==> config.mk <==
export PLATFORM = sky130hd
export DESIGN_NAME = lut_eqn_seq
export DESIGN_NICKNAME = d
export VERILOG_FILES = /design/src/rtl/lut_eqn_pkg.sv /design/src/rtl/lut_eqn_table.sv /design/src/rtl/lut_eqn_seq.sv
export SDC_FILE = /design/constraint.sdc
export NUM_CORES = 1
export LEC_CHECK = 0
export CAP_MARGIN = 25
export CORE_MARGIN = 5
export CORE_UTILIZATION = 44
export CTS_BUF_LIST = sky130_fd_sc_hd__clkbuf_2 sky130_fd_sc_hd__clkbuf_4 sky130_fd_sc_hd__clkbuf_8
export CTS_CLUSTER_SIZE = 14
export DETAILED_ROUTE_END_ITERATION = 16
export HOLD_SLACK_MARGIN = 0.05
export PLACE_DENSITY = 0.71
export SYNTH_ARGS = -nofsm -noshare
export SYNTH_HDL_FRONTEND = slang
export SYNTH_SLANG_ARGS = --single-unit
export TNS_END_PERCENT = 1
==> constraint.sdc <==
create_clock -name clk -period 4.1 [get_ports clk]
set_input_delay 0.41 -clock clk [delete_from_list [all_inputs] [get_ports clk]]
set_output_delay 0.41 -clock clk [all_outputs]
set_load 0.05 [all_outputs]
==> src/rtl/lut_eqn_pkg.sv <==
// Shared types and helpers for lut_eqn_seq and its table sub-module.
// LUT_EQN_SWEEP_EN adds the self-sweep state to the FSM encoding.
package lut_eqn_pkg;

    localparam int unsigned NInMin = 1;
    localparam int unsigned NInMax = 6;

`ifdef LUT_EQN_SWEEP_EN
    typedef enum logic [1:0] {StIdle, StLoad, StSweep} state_e;
`else
    typedef enum logic [1:0] {StIdle, StLoad} state_e;
`endif

    function automatic int unsigned depth_of(input int unsigned n);
        return 32'd1 << n;
    endfunction

endpackage

==> src/rtl/lut_eqn_table.sv <==
// Truth-table storage: live table, load shadow, atomic commit and two read ports.
module lut_eqn_table
    import lut_eqn_pkg::*;
#(
    parameter int unsigned N_IN = 3,
    parameter logic [depth_of(N_IN)-1:0] TABLE_INIT = '0
) (
    input  logic            clk,
    input  logic            rst_n,
    input  logic            wr_en,
    input  logic [N_IN-1:0] wr_addr,
    input  logic            wr_bit,
    input  logic            commit,
    input  logic [N_IN-1:0] eval_addr,
    output logic            eval_bit,
    input  logic [N_IN-1:0] sweep_addr,
    output logic            sweep_bit
);

    localparam int unsigned DEPTH = depth_of(N_IN);

    logic [DEPTH-1:0] tbl_q;
    logic [DEPTH-1:0] shadow_q;
    logic [DEPTH-1:0] shadow_d;

    // The final beat is merged here so the commit sees the complete table.
    always_comb begin
        shadow_d = shadow_q;
        if (wr_en) begin
            shadow_d[wr_addr] = wr_bit;
        end
    end

    always_ff @(posedge clk or negedge rst_n) begin
        if (!rst_n) begin
            tbl_q    <= TABLE_INIT;
            shadow_q <= '0;
        end else begin
            shadow_q <= shadow_d;
            if (commit) begin
                tbl_q <= shadow_d;
            end
        end
    end

    assign eval_bit  = tbl_q[eval_addr];
    assign sweep_bit = tbl_q[sweep_addr];

endmodule

==> src/rtl/lut_eqn_seq.sv <==
// Run-time loadable N-input LUT with registered evaluation and serial load.
// Define LUT_EQN_SWEEP_EN to build the self-sweep that captures the full response.
module lut_eqn_seq
    import lut_eqn_pkg::*;
#(
    parameter int unsigned N_IN = 3,
    parameter logic [depth_of(N_IN)-1:0] TABLE_INIT = 8'h96
) (
    input  logic                      clk,
    input  logic                      rst_n,
    input  logic [N_IN-1:0]           in_vec,
    input  logic                      in_valid,
    output logic                      out_f,
    output logic                      out_valid,
    input  logic                      cfg_start,
    input  logic                      cfg_valid,
    input  logic                      cfg_bit,
    output logic                      cfg_busy,
    output logic                      cfg_done,
    input  logic                      sweep_start,
    output logic                      sweep_busy,
    output logic                      sweep_done,
    output logic [depth_of(N_IN)-1:0] sweep_sig
);

    if (N_IN < NInMin || N_IN > NInMax) begin : g_bad_n_in
        $error("lut_eqn_seq: N_IN out of range");
    end

    state_e          state_q;
    logic [N_IN-1:0] cnt_q;
    logic            cnt_last;
    logic            wr_en;
    logic            commit;
    logic            eval_bit;
    logic            sweep_bit;

    assign cnt_last = (cnt_q == {N_IN{1'b1}});
    assign wr_en    = (state_q == StLoad) && cfg_valid;
    assign commit   = wr_en && cnt_last;

    lut_eqn_table #(
        .N_IN       (N_IN),
        .TABLE_INIT (TABLE_INIT)
    ) u_table (
        .clk        (clk),
        .rst_n      (rst_n),
        .wr_en      (wr_en),
        .wr_addr    (cnt_q),
        .wr_bit     (cfg_bit),
        .commit     (commit),
        .eval_addr  (in_vec),
        .eval_bit   (eval_bit),
        .sweep_addr (cnt_q),
        .sweep_bit  (sweep_bit)
    );

    always_ff @(posedge clk or negedge rst_n) begin
        if (!rst_n) begin
            state_q    <= StIdle;
            cnt_q      <= '0;
            out_f      <= 1'b0;
            out_valid  <= 1'b0;
            cfg_busy   <= 1'b0;
            cfg_done   <= 1'b0;
`ifdef LUT_EQN_SWEEP_EN
            sweep_busy <= 1'b0;
            sweep_done <= 1'b0;
            sweep_sig  <= '0;
`endif
        end else begin
            out_valid  <= 1'b0;
            cfg_done   <= 1'b0;
`ifdef LUT_EQN_SWEEP_EN
            sweep_done <= 1'b0;
`endif
            // Evaluation in the start cycle still reads the pre-load table.
            if (state_q == StIdle && in_valid) begin
                out_f     <= eval_bit;
                out_valid <= 1'b1;
            end
            unique case (state_q)
                StIdle: begin
                    if (cfg_start) begin
                        state_q  <= StLoad;
                        cnt_q    <= '0;
                        cfg_busy <= 1'b1;
                    end
`ifdef LUT_EQN_SWEEP_EN
                    else if (sweep_start) begin
                        state_q    <= StSweep;
                        cnt_q      <= '0;
                        sweep_busy <= 1'b1;
                    end
`endif
                end
                StLoad: begin
                    if (cfg_valid) begin
                        cnt_q <= cnt_q + 1'b1;
                        if (cnt_last) begin
                            state_q  <= StIdle;
                            cfg_busy <= 1'b0;
                            cfg_done <= 1'b1;
                        end
                    end
                end
`ifdef LUT_EQN_SWEEP_EN
                StSweep: begin
                    sweep_sig[cnt_q] <= sweep_bit;
                    cnt_q            <= cnt_q + 1'b1;
                    if (cnt_last) begin
                        state_q    <= StIdle;
                        sweep_busy <= 1'b0;
                        sweep_done <= 1'b1;
                    end
                end
`endif
                default: state_q <= StIdle;
            endcase
        end
    end

`ifndef LUT_EQN_SWEEP_EN
    logic unused_sweep;
    assign unused_sweep = ^{sweep_start, sweep_bit};
    assign sweep_busy   = 1'b0;
    assign sweep_done   = 1'b0;
    assign sweep_sig    = '0;
`endif

endmodule

==> impl_metrics.tcl, run 1 <==
set metrics [dict create \
    coreArea_um2 2450 \
    port_buffers 12 \
    slew_violations 0 \
    finish.utilization 0.509 \
    synth_edf_count 0 \
    grt_pass1_wl_um 3160 \
    p_int_mw 0.499 \
    syn_avg_cell_area_um2 10.3 \
    worstPathRequired_ns 3.69 \
    overflow 0 \
    timing_hold_violations_final 0 \
    cp_num_buf_inv 1 \
    rsz0062_at_grt "no" \
    fmax_mhz 463 \
    final.min_clock_period_ns 2.16 \
    cts_root_buf "clkbuf_4" \
    path_clk_slew_ns 0.12 \
    yosys.cell_types.count 24 \
    seq_power_share 0.510 \
    dp_slack_ns 2.16 \
    io_pins 24 \
    maxCapViolations 0 \
    antenna_found_initial 0 \
    min-delay-path-class "in -> async" \
    crit_family "buffers and inverters" \
    fp.dieW_um 60.4 \
    setup_slack_ns 1.94 \
    mostFrequentLayoutCells "dfrtp_1, clkdlybuf4s50_1, nand2_1, nor2_1, conb_1" \
    cts_resized 0 \
    synth_flop_cell "dfrtp_1" \
    ir_drop_uv 349 \
    grt_usage 0.118 \
    fp.dieH_um 60.4 \
    worstMarginPinSlew_ns 0.608 \
    finClkSkew_ns 0.00707 \
    syn_inst 109 \
    layout_commonest_cell "dfrtp_1" \
    gp_congestion 0.771 \
    diodes 0 \
    setup-tns-final_ns 0 \
    crit_path_top_delay_cell "clkdlybuf4s50_1" \
    synth_largest_area_cell "dfrtp_1" \
    cts_buffers 3 \
    cts_tree "built" \
    totalWireLength_um 1960 \
    viasPerCell 5.17 \
    drive_gt1_frac 0.0847 \
    start_kind "register" \
    initialDrtViolationCount 13 \
    die-area_um2 3650 \
    max_stage_delay_ns 0.87 \
    wire_per_inst_um 13.2 \
    yosysSeqAreaShare 0.520 \
    drcViolationCount 0 \
    grt_pass1_vias 761 \
    cp_max_fo 11 \
    p_clk_frac 0.136 \
    comb_power_share 0.354 \
    switching_share 0.371 \
    antenna_left 0 \
    finalNetCount 131 \
    htreeDepth 1 \
    setup_viol_count_final 0 \
    status "completed" \
    cts_hold_buf 0 \
    hpwl_um 1430 \
    vias 765 \
    grt_max_degree 24 \
    finalCritPeriodShare 0.527 \
    p_sw_mw 0.295 \
    clock_sinks 23 \
    powerDensity_nw_per_um2 635 \
    power.leakage_nw 0.577 \
    rows 18 \
    clock_latency_ns 0.31 \
    crit_type "reg -> out" \
    cts_buffer_depth 2 \
    synthArstFlopShare 1.00 \
    syn_area_um2 1120 \
    post_cts_buffers 0 \
    slew_headroom 0.594 \
    synth_seq_cells 23 \
    start_util 0.455 \
    syn_to_final_growth_pct 11.9 \
    end_kind "output pin" \
    synth_top_area_frac 0.426 \
    ys.warnings.count 0 \
    crit_chain "clkdlybuf4s50_1" \
    crit_arrival_ns 1.75 \
    synth.area.top_cells "dfrtp_1, dfstp_2, buf_4, mux2i_1, a31oi_1" \
    first_pass_iters 4 \
]
worst reg2reg max path: stages (launching register included):
cell and delay [ns]:
dfrtp_1 0.57, ha_1 0.22, ha_1 0.12, and3_1 0.54, nor2_1 0.09, a31oi_1 0.17
final timing paths:
kind	startpoint	end	slack [ns]	cells after the start
hold / removal	rst_n	u_table.shadow_q[7]	0.48	2
hold reg to reg	u_table.shadow_q[7]	u_table.shadow_q[7]	0.50	2
max in group asynchronous	rst_n	u_table.tbl_q[2]	3.40	2
setup / recovery	cfg_busy	cfg_busy	1.94	1
min in group clk	u_table.shadow_q[7]	u_table.shadow_q[7]	0.50	2
setup reg to reg	cnt_q[1]	u_table.tbl_q[2]	2.32	5
power by group through the flow:
stage | registers (mW) | logic (mW) | clock network (mW)
2_1_floorplan | 0.400 | 0.228 | 0
4_1_cts | 0.404 | 0.281 | 0.111
5_1_grt | 0.420 | 0.320 | 0.122
3_3_place_gp | 0.407 | 0.273 | 0
3_5_place_dp | 0.409 | 0.282 | 0
6_report | 0.404 | 0.281 | 0.108
flip-flops by register name, indices dropped and copies added, names as in the netlist:
name	count
cfg_busy	1
cfg_done	1
cnt_q	3
out_f	1
out_valid	1
u_table.shadow_q	8
u_table.tbl_q	8
logic make-up after synthesis:
family | after synthesis | synth area share
mux | 7 | 0.0739
flops | 23 | 0.520
fa+ha+maj | 2 | 0.0224
simple gates | 40 | 0.170
compound gates | 18 | 0.103
other cells | 1 | 0.00336
buf+inv | 18 | 0.107
cell type report:
class	count	area (um2)
Multi-Input combinational cell	77	450
Timing Repair Buffer	13	148
Inverter	1	3.75
Clock buffer	4	30.0
Tap cell	30	37.5
Fill cell	233	1200
Sequential cell	23	581
synth_stat cells, types with 3 or more instances:
cell type  number
a31oi_1         8
buf_2           6
buf_4          10
dfrtp_1        19
dfstp_2         4
mux2i_1         6
nand2_1        11
nand3_1         7
nor2_1         11
nor2b_1         3
o21ai_0         3
o21ai_1         3
per-stage QoR:
stage	instances	cell area (um2)	hold slack (ns)	total power, mW
detailed placement	143	1190	0.472	0.690
global route	148	1250	0.470	0.862
finish	148	1250	0.482	0.794
CTS	147	1220	0.502	0.797
global placement	143	1190	0.470	0.681
floorplan	118	1150	0.114	0.628
layer usage:
| metal | up-vias | wire [um] | track usage |
|---|---|---|---|
| li1 | 380 | - | - |
| met1 | 362 | 892 | 0.144 |
| met2 | 21 | 920 | 0.196 |
| met3 | 2 | 138 | 0.0447 |
| met4 | 0 | 8 | 0.0316 |
| met5 | - | 0 | 0 |
Note: power is estimated with default switching activity, not from simulation.
==> inputs of run 2 (changes only) <==
Settings changed: PLACE_DENSITY 0.71 to 0.73.
Clock period 4.1 ns to 1.8 ns, I/O delays scaled along.
==> run 2 against run 1 <==
Sequential share of layout area rose by 0.37 points; setup slack got worse by 1.8 ns; cell area shrank 0.80%; non-clock buffer count increased by 2; total power rose by 130%; final cell count grew 1.4%; wire length is 4.2% higher; sequential power up 120%; utilization fell by 0.41 points; register-to-register slack worse by 2.0 ns; via count up 2.0%; critical path type unchanged.
==> impl_metrics.tcl, run 2 (synthesis results as in run 1) <==
set metrics [dict create \
    cts_buffers 3 \
    fp.dieH_um 60.4 \
    antenna_left 0 \
    p_clk_frac 0.132 \
    slew_violations 0 \
    overflow 0 \
    wire_per_inst_um 13.6 \
    rr_worst_depth 5 \
    drcViolationCount 0 \
    cts_root_buf "clkbuf_4" \
    ff_latch_area_um2 581 \
    finalCritPeriodShare 0.924 \
    cp_num_buf_inv 1 \
    cts_tree "built" \
    coreArea_um2 2450 \
    ir_drop_uv 770 \
    comb_power_share 0.374 \
    grt_usage 0.131 \
    slew_headroom 0.666 \
    syn_to_final_growth_pct 11.0 \
    finalNetCount 133 \
    max_stage_delay_ns 0.80 \
    fmax_mhz 601 \
    clock_latency_ns 0.32 \
    mostFrequentLayoutCells "dfrtp_1, nand2_1, nor2_1, clkdlybuf4s50_1, conb_1" \
    cts_resized 0 \
    crit_family "buffers and inverters" \
    start_kind "register" \
    final.min_clock_period_ns 1.66 \
    die-area_um2 3650 \
    crit_chain "clkdlybuf4s50_1" \
    post_cts_buffers 0 \
    r2r_setup_slack_ns 0.35 \
    min-delay-path-class "in -> async" \
    totalWireLength_um 2040 \
    timing_hold_violations_final 0 \
    setup-tns-final_ns 0 \
    crit_type "reg -> out" \
    num-fill-cells 232 \
    powerDensity_nw_per_um2 1470 \
    worstPathRequired_ns 1.62 \
    rsz0062_at_grt "no" \
    viasPerCell 5.20 \
    fp.dieW_um 60.4 \
    multi_input_area_um2 450 \
    drive_gt1_frac 0.108 \
    status "completed" \
    finClkSkew_ns 0.00851 \
    p_int_mw 1.13 \
    htreeDepth 1 \
    end_kind "output pin" \
    gp_congestion 0.819 \
    hold-worst-slack_ns 0.193 \
    worstMarginPinSlew_ns 0.500 \
    layout_commonest_cell "dfrtp_1" \
    grt_pass1_vias 775 \
    top_regs "u_table.shadow_q x8, u_table.tbl_q x8, cnt_q x3" \
    crit_arrival_ns 1.48 \
    port_buffers 12 \
    power.leakage_nw 0.579 \
    clock_sinks 23 \
    vias 780 \
    maxCapViolations 0 \
    rows 18 \
    initialDrtViolationCount 26 \
    p_sw_mw 0.695 \
    switching_share 0.380 \
    fin_cells 150 \
    hpwl_um 1500 \
    placedCellCount 146 \
    dpl-instance-area_um2 1210 \
    crit_path_top_delay_cell "clkdlybuf4s50_1" \
    post-route-cell-area_um2 1240 \
    cp_max_fo 2 \
    start_util 0.455 \
    grt_max_degree 24 \
    first_pass_iters 4 \
    antenna_found_initial 0 \
    diodes 0 \
    r2r_end "u_table.tbl_q[4]" \
    io_pins 24 \
    timing.rr.start "cnt_q[2]" \
    setup_viol_count_final 0 \
    cts_hold_buf 0 \
    grt_pass1_wl_um 3530 \
    seq_power_share 0.494 \
    path_clk_slew_ns 0.13 \
    cts_buffer_depth 2 \
]
-- run 2: cell count changes in the layout (fill, tap and decap cells not counted) --
cell / change
clkdlybuf4s50_1: -1
buf_4: +4
buf_16: -1
clkinv_2: +1
clkbuf_4: -1
-- run 2: layout make-up --
| type | count | area share |
|---|---|---|
| Clock inverter | 1 | 0.00404 |
| Sequential cell | 23 | 0.468 |
| Inverter | 1 | 0.00303 |
| Multi-Input combinational cell | 77 | 0.363 |
| Timing Repair Buffer | 15 | 0.113 |
| Tap cell | 30 | 0.0303 |
| Clock buffer | 3 | 0.0182 |
-- run 2: worst max-delay path by stage --
stage	startpoint	cells past startpoint	to	slack [ns]
finish	out_f	1	out_f	0.14
detailed placement	cfg_valid	4	u_table.tbl_q[0]	0.20
floorplan	cfg_busy	5	u_table.tbl_q[0]	0.21
global route	out_f	1	out_f	0.08
CTS	out_f	1	out_f	0.12
global placement	cfg_valid	4	u_table.tbl_q[0]	0.22
-- run 2: layer usage --
layer	up-vias	GRT usage	part of all wire
met2	34	0.185	0.45
met5	-	0	0
li1	381	-	-
met1	362	0.191	0.44
met3	3	0.0213	0.082
met4	0	0.0759	0.021
-- run 2: stage by stage --
stage	worst slack, ns	util	power, mW
after floorplan	0.214	-	1.43
after global placement	0.224	0.494	1.57
after detailed placement	0.202	0.494	1.60
after CTS	0.116	0.505	1.84
after global routing	0.0805	0.505	1.98
final	0.137	0.505	1.83
-- run 2: power groups by stage --
stage | sequential [mW] | clock, mW | combinational [mW]
floorplan | 0.911 | 0 | 0.519
global placement | 0.901 | 0 | 0.666
detailed placement | 0.917 | 0 | 0.688
CTS | 0.904 | 0.251 | 0.689
global route | 0.934 | 0.276 | 0.770
finish | 0.903 | 0.241 | 0.683
==> inputs of run 3 (changes only) <==
Settings changed: SETUP_SLACK_MARGIN from default to 0.1.
==> run 3 against run 2 <==
Sequential power is essentially flat; first-iteration DRC count unchanged; die area did not move; clock power hardly changed; critical path type unchanged.
==> impl_metrics.tcl, run 3 (synthesis results as in run 1) <==
set metrics [dict create \
    timing.rr.start "cnt_q[2]" \
    wire_per_inst_um 13.6 \
    clock_latency_ns 0.32 \
    fp.dieW_um 60.4 \
    gp_congestion 0.819 \
    crit_type "reg -> out" \
    max_stage_delay_ns 0.80 \
    post-route-cell-area_um2 1240 \
    syn_to_final_growth_pct 11.2 \
    finalNetCount 133 \
    viasPerCell 5.21 \
    cts_hold_buf 0 \
    cts_buffer_depth 2 \
    fin_cells 150 \
    worstMarginPinSlew_ns 0.503 \
    routed-wl-met2_um 925 \
    vias 781 \
    path_clk_slew_ns 0.13 \
    cp_num_buf_inv 1 \
    cts_tree "built" \
    timing_hold_violations_final 0 \
    crit_path_start "out_valid" \
    die-area_um2 3650 \
    rsz0062_at_grt "yes" \
    cp_max_fo 1 \
    post_cts_buffers 0 \
    finClkSkew_ns 0.00851 \
    cts_buffers 3 \
    dpl-instance-area_um2 1210 \
    maxCapViolations 0 \
    layout_commonest_cell "dfrtp_1" \
    start_kind "register" \
    setup-tns-final_ns 0 \
    hpwl_um 1500 \
    finish.utilization 0.506 \
    drt-met1-wl_um 914 \
    placedCellCount 146 \
    start_util 0.455 \
    grt_pass1_vias 775 \
    top_layer_used "met4" \
    finalCritPeriodShare 0.912 \
    total_power_mw 1.83 \
    port_buffers 12 \
    fp.dieH_um 60.4 \
    ir_drop_uv 770 \
    end_kind "output pin" \
    slew_violations 0 \
    overflow 0 \
    top_regs "u_table.shadow_q x8, u_table.tbl_q x8, cnt_q x3" \
    grt_pass1_wl_um 3530 \
    io_pins 24 \
    crit_arrival_ns 1.46 \
    dr_wl_met3_um 162 \
    worstPathRequired_ns 1.62 \
    initialDrtViolationCount 26 \
    antenna_left 0 \
    htreeDepth 1 \
    crit_family "buffers and inverters" \
    power.leakage_nw 0.592 \
    final.min_clock_period_ns 1.64 \
    cts_resized 0 \
    fmax_mhz 609 \
    rows 18 \
    antenna_found_initial 0 \
    coreArea_um2 2450 \
    crit_path_top_delay_cell "clkdlybuf4s50_1" \
    grt_max_degree 24 \
    status "completed" \
    drive_gt1_frac 0.108 \
    crit_chain "clkdlybuf4s50_1" \
    slew_headroom 0.664 \
    setup_viol_count_final 0 \
    mostFrequentLayoutCells "dfrtp_1, nand2_1, nor2_1, conb_1, clkdlybuf4s50_1" \
    first_pass_iters 4 \
    powerDensity_nw_per_um2 1470 \
    grt_usage 0.131 \
    totalWireLength_um 2050 \
    clock_sinks 23 \
    cts_root_buf "clkbuf_4" \
    num-fill-cells 231 \
    min-delay-path-class "in -> async" \
    drcViolationCount 0 \
    diodes 0 \
]
run 3: changes by cell type in the layout (fill, tap and decap cells not counted):
cell             before  now
dlymetal6s2s_1        0    1
clkdlybuf4s50_1      11   10
run 3: worst paths after layout:
| check | to | slack [ns] | cells after the start |
|---|---|---|---|
| max reg2reg | u_table.tbl_q[4] | 0.35 | 5 |
| max | out_valid | 0.16 | 1 |
| min reg2reg | u_table.shadow_q[6] | 0.50 | 2 |
| min in group clk | out_valid | 0.44 | 2 |
| min | out_f | 0.19 | 2 |
| max in group asynchronous | u_table.tbl_q[2] | 1.32 | 2 |
run 3: power breakdown:
group,internal (mW),leakage (nW),switching (mW)
combinational,0.283,0.297,0.399
sequential,0.765,0.277,0.138
clock,0.0832,0.0177,0.158
total,1.13,0.592,0.694
run 3: layout make-up:
cell class | count | area (um2) | share of cell area
Inverter | 1 | 3.75 | 0.00302
Clock buffer | 3 | 22.5 | 0.0181
Multi-Input combinational cell | 77 | 450 | 0.363
Sequential cell | 23 | 581 | 0.467
Tap cell | 30 | 37.5 | 0.0302
Timing Repair Buffer | 15 | 143 | 0.115
Clock inverter | 1 | 5.00 | 0.00403
run 3: metrics by stage:
stage | hold WS, ns | setup slack [ns]
2_1_floorplan | -0.116 | 0.214
3_3_place_gp | 0.467 | 0.224
3_5_place_dp | 0.475 | 0.202
4_1_cts | 0.193 | 0.116
5_1_grt | 0.192 | 0.0907
6_report | 0.193 | 0.158
run 3: routing by layer:
metal / track usage / vias to the layer above
li1: - / 381
met1: 0.191 / 363
met2: 0.185 / 34
met3: 0.0213 / 3
met4: 0.0759 / 0
met5: 0 / -
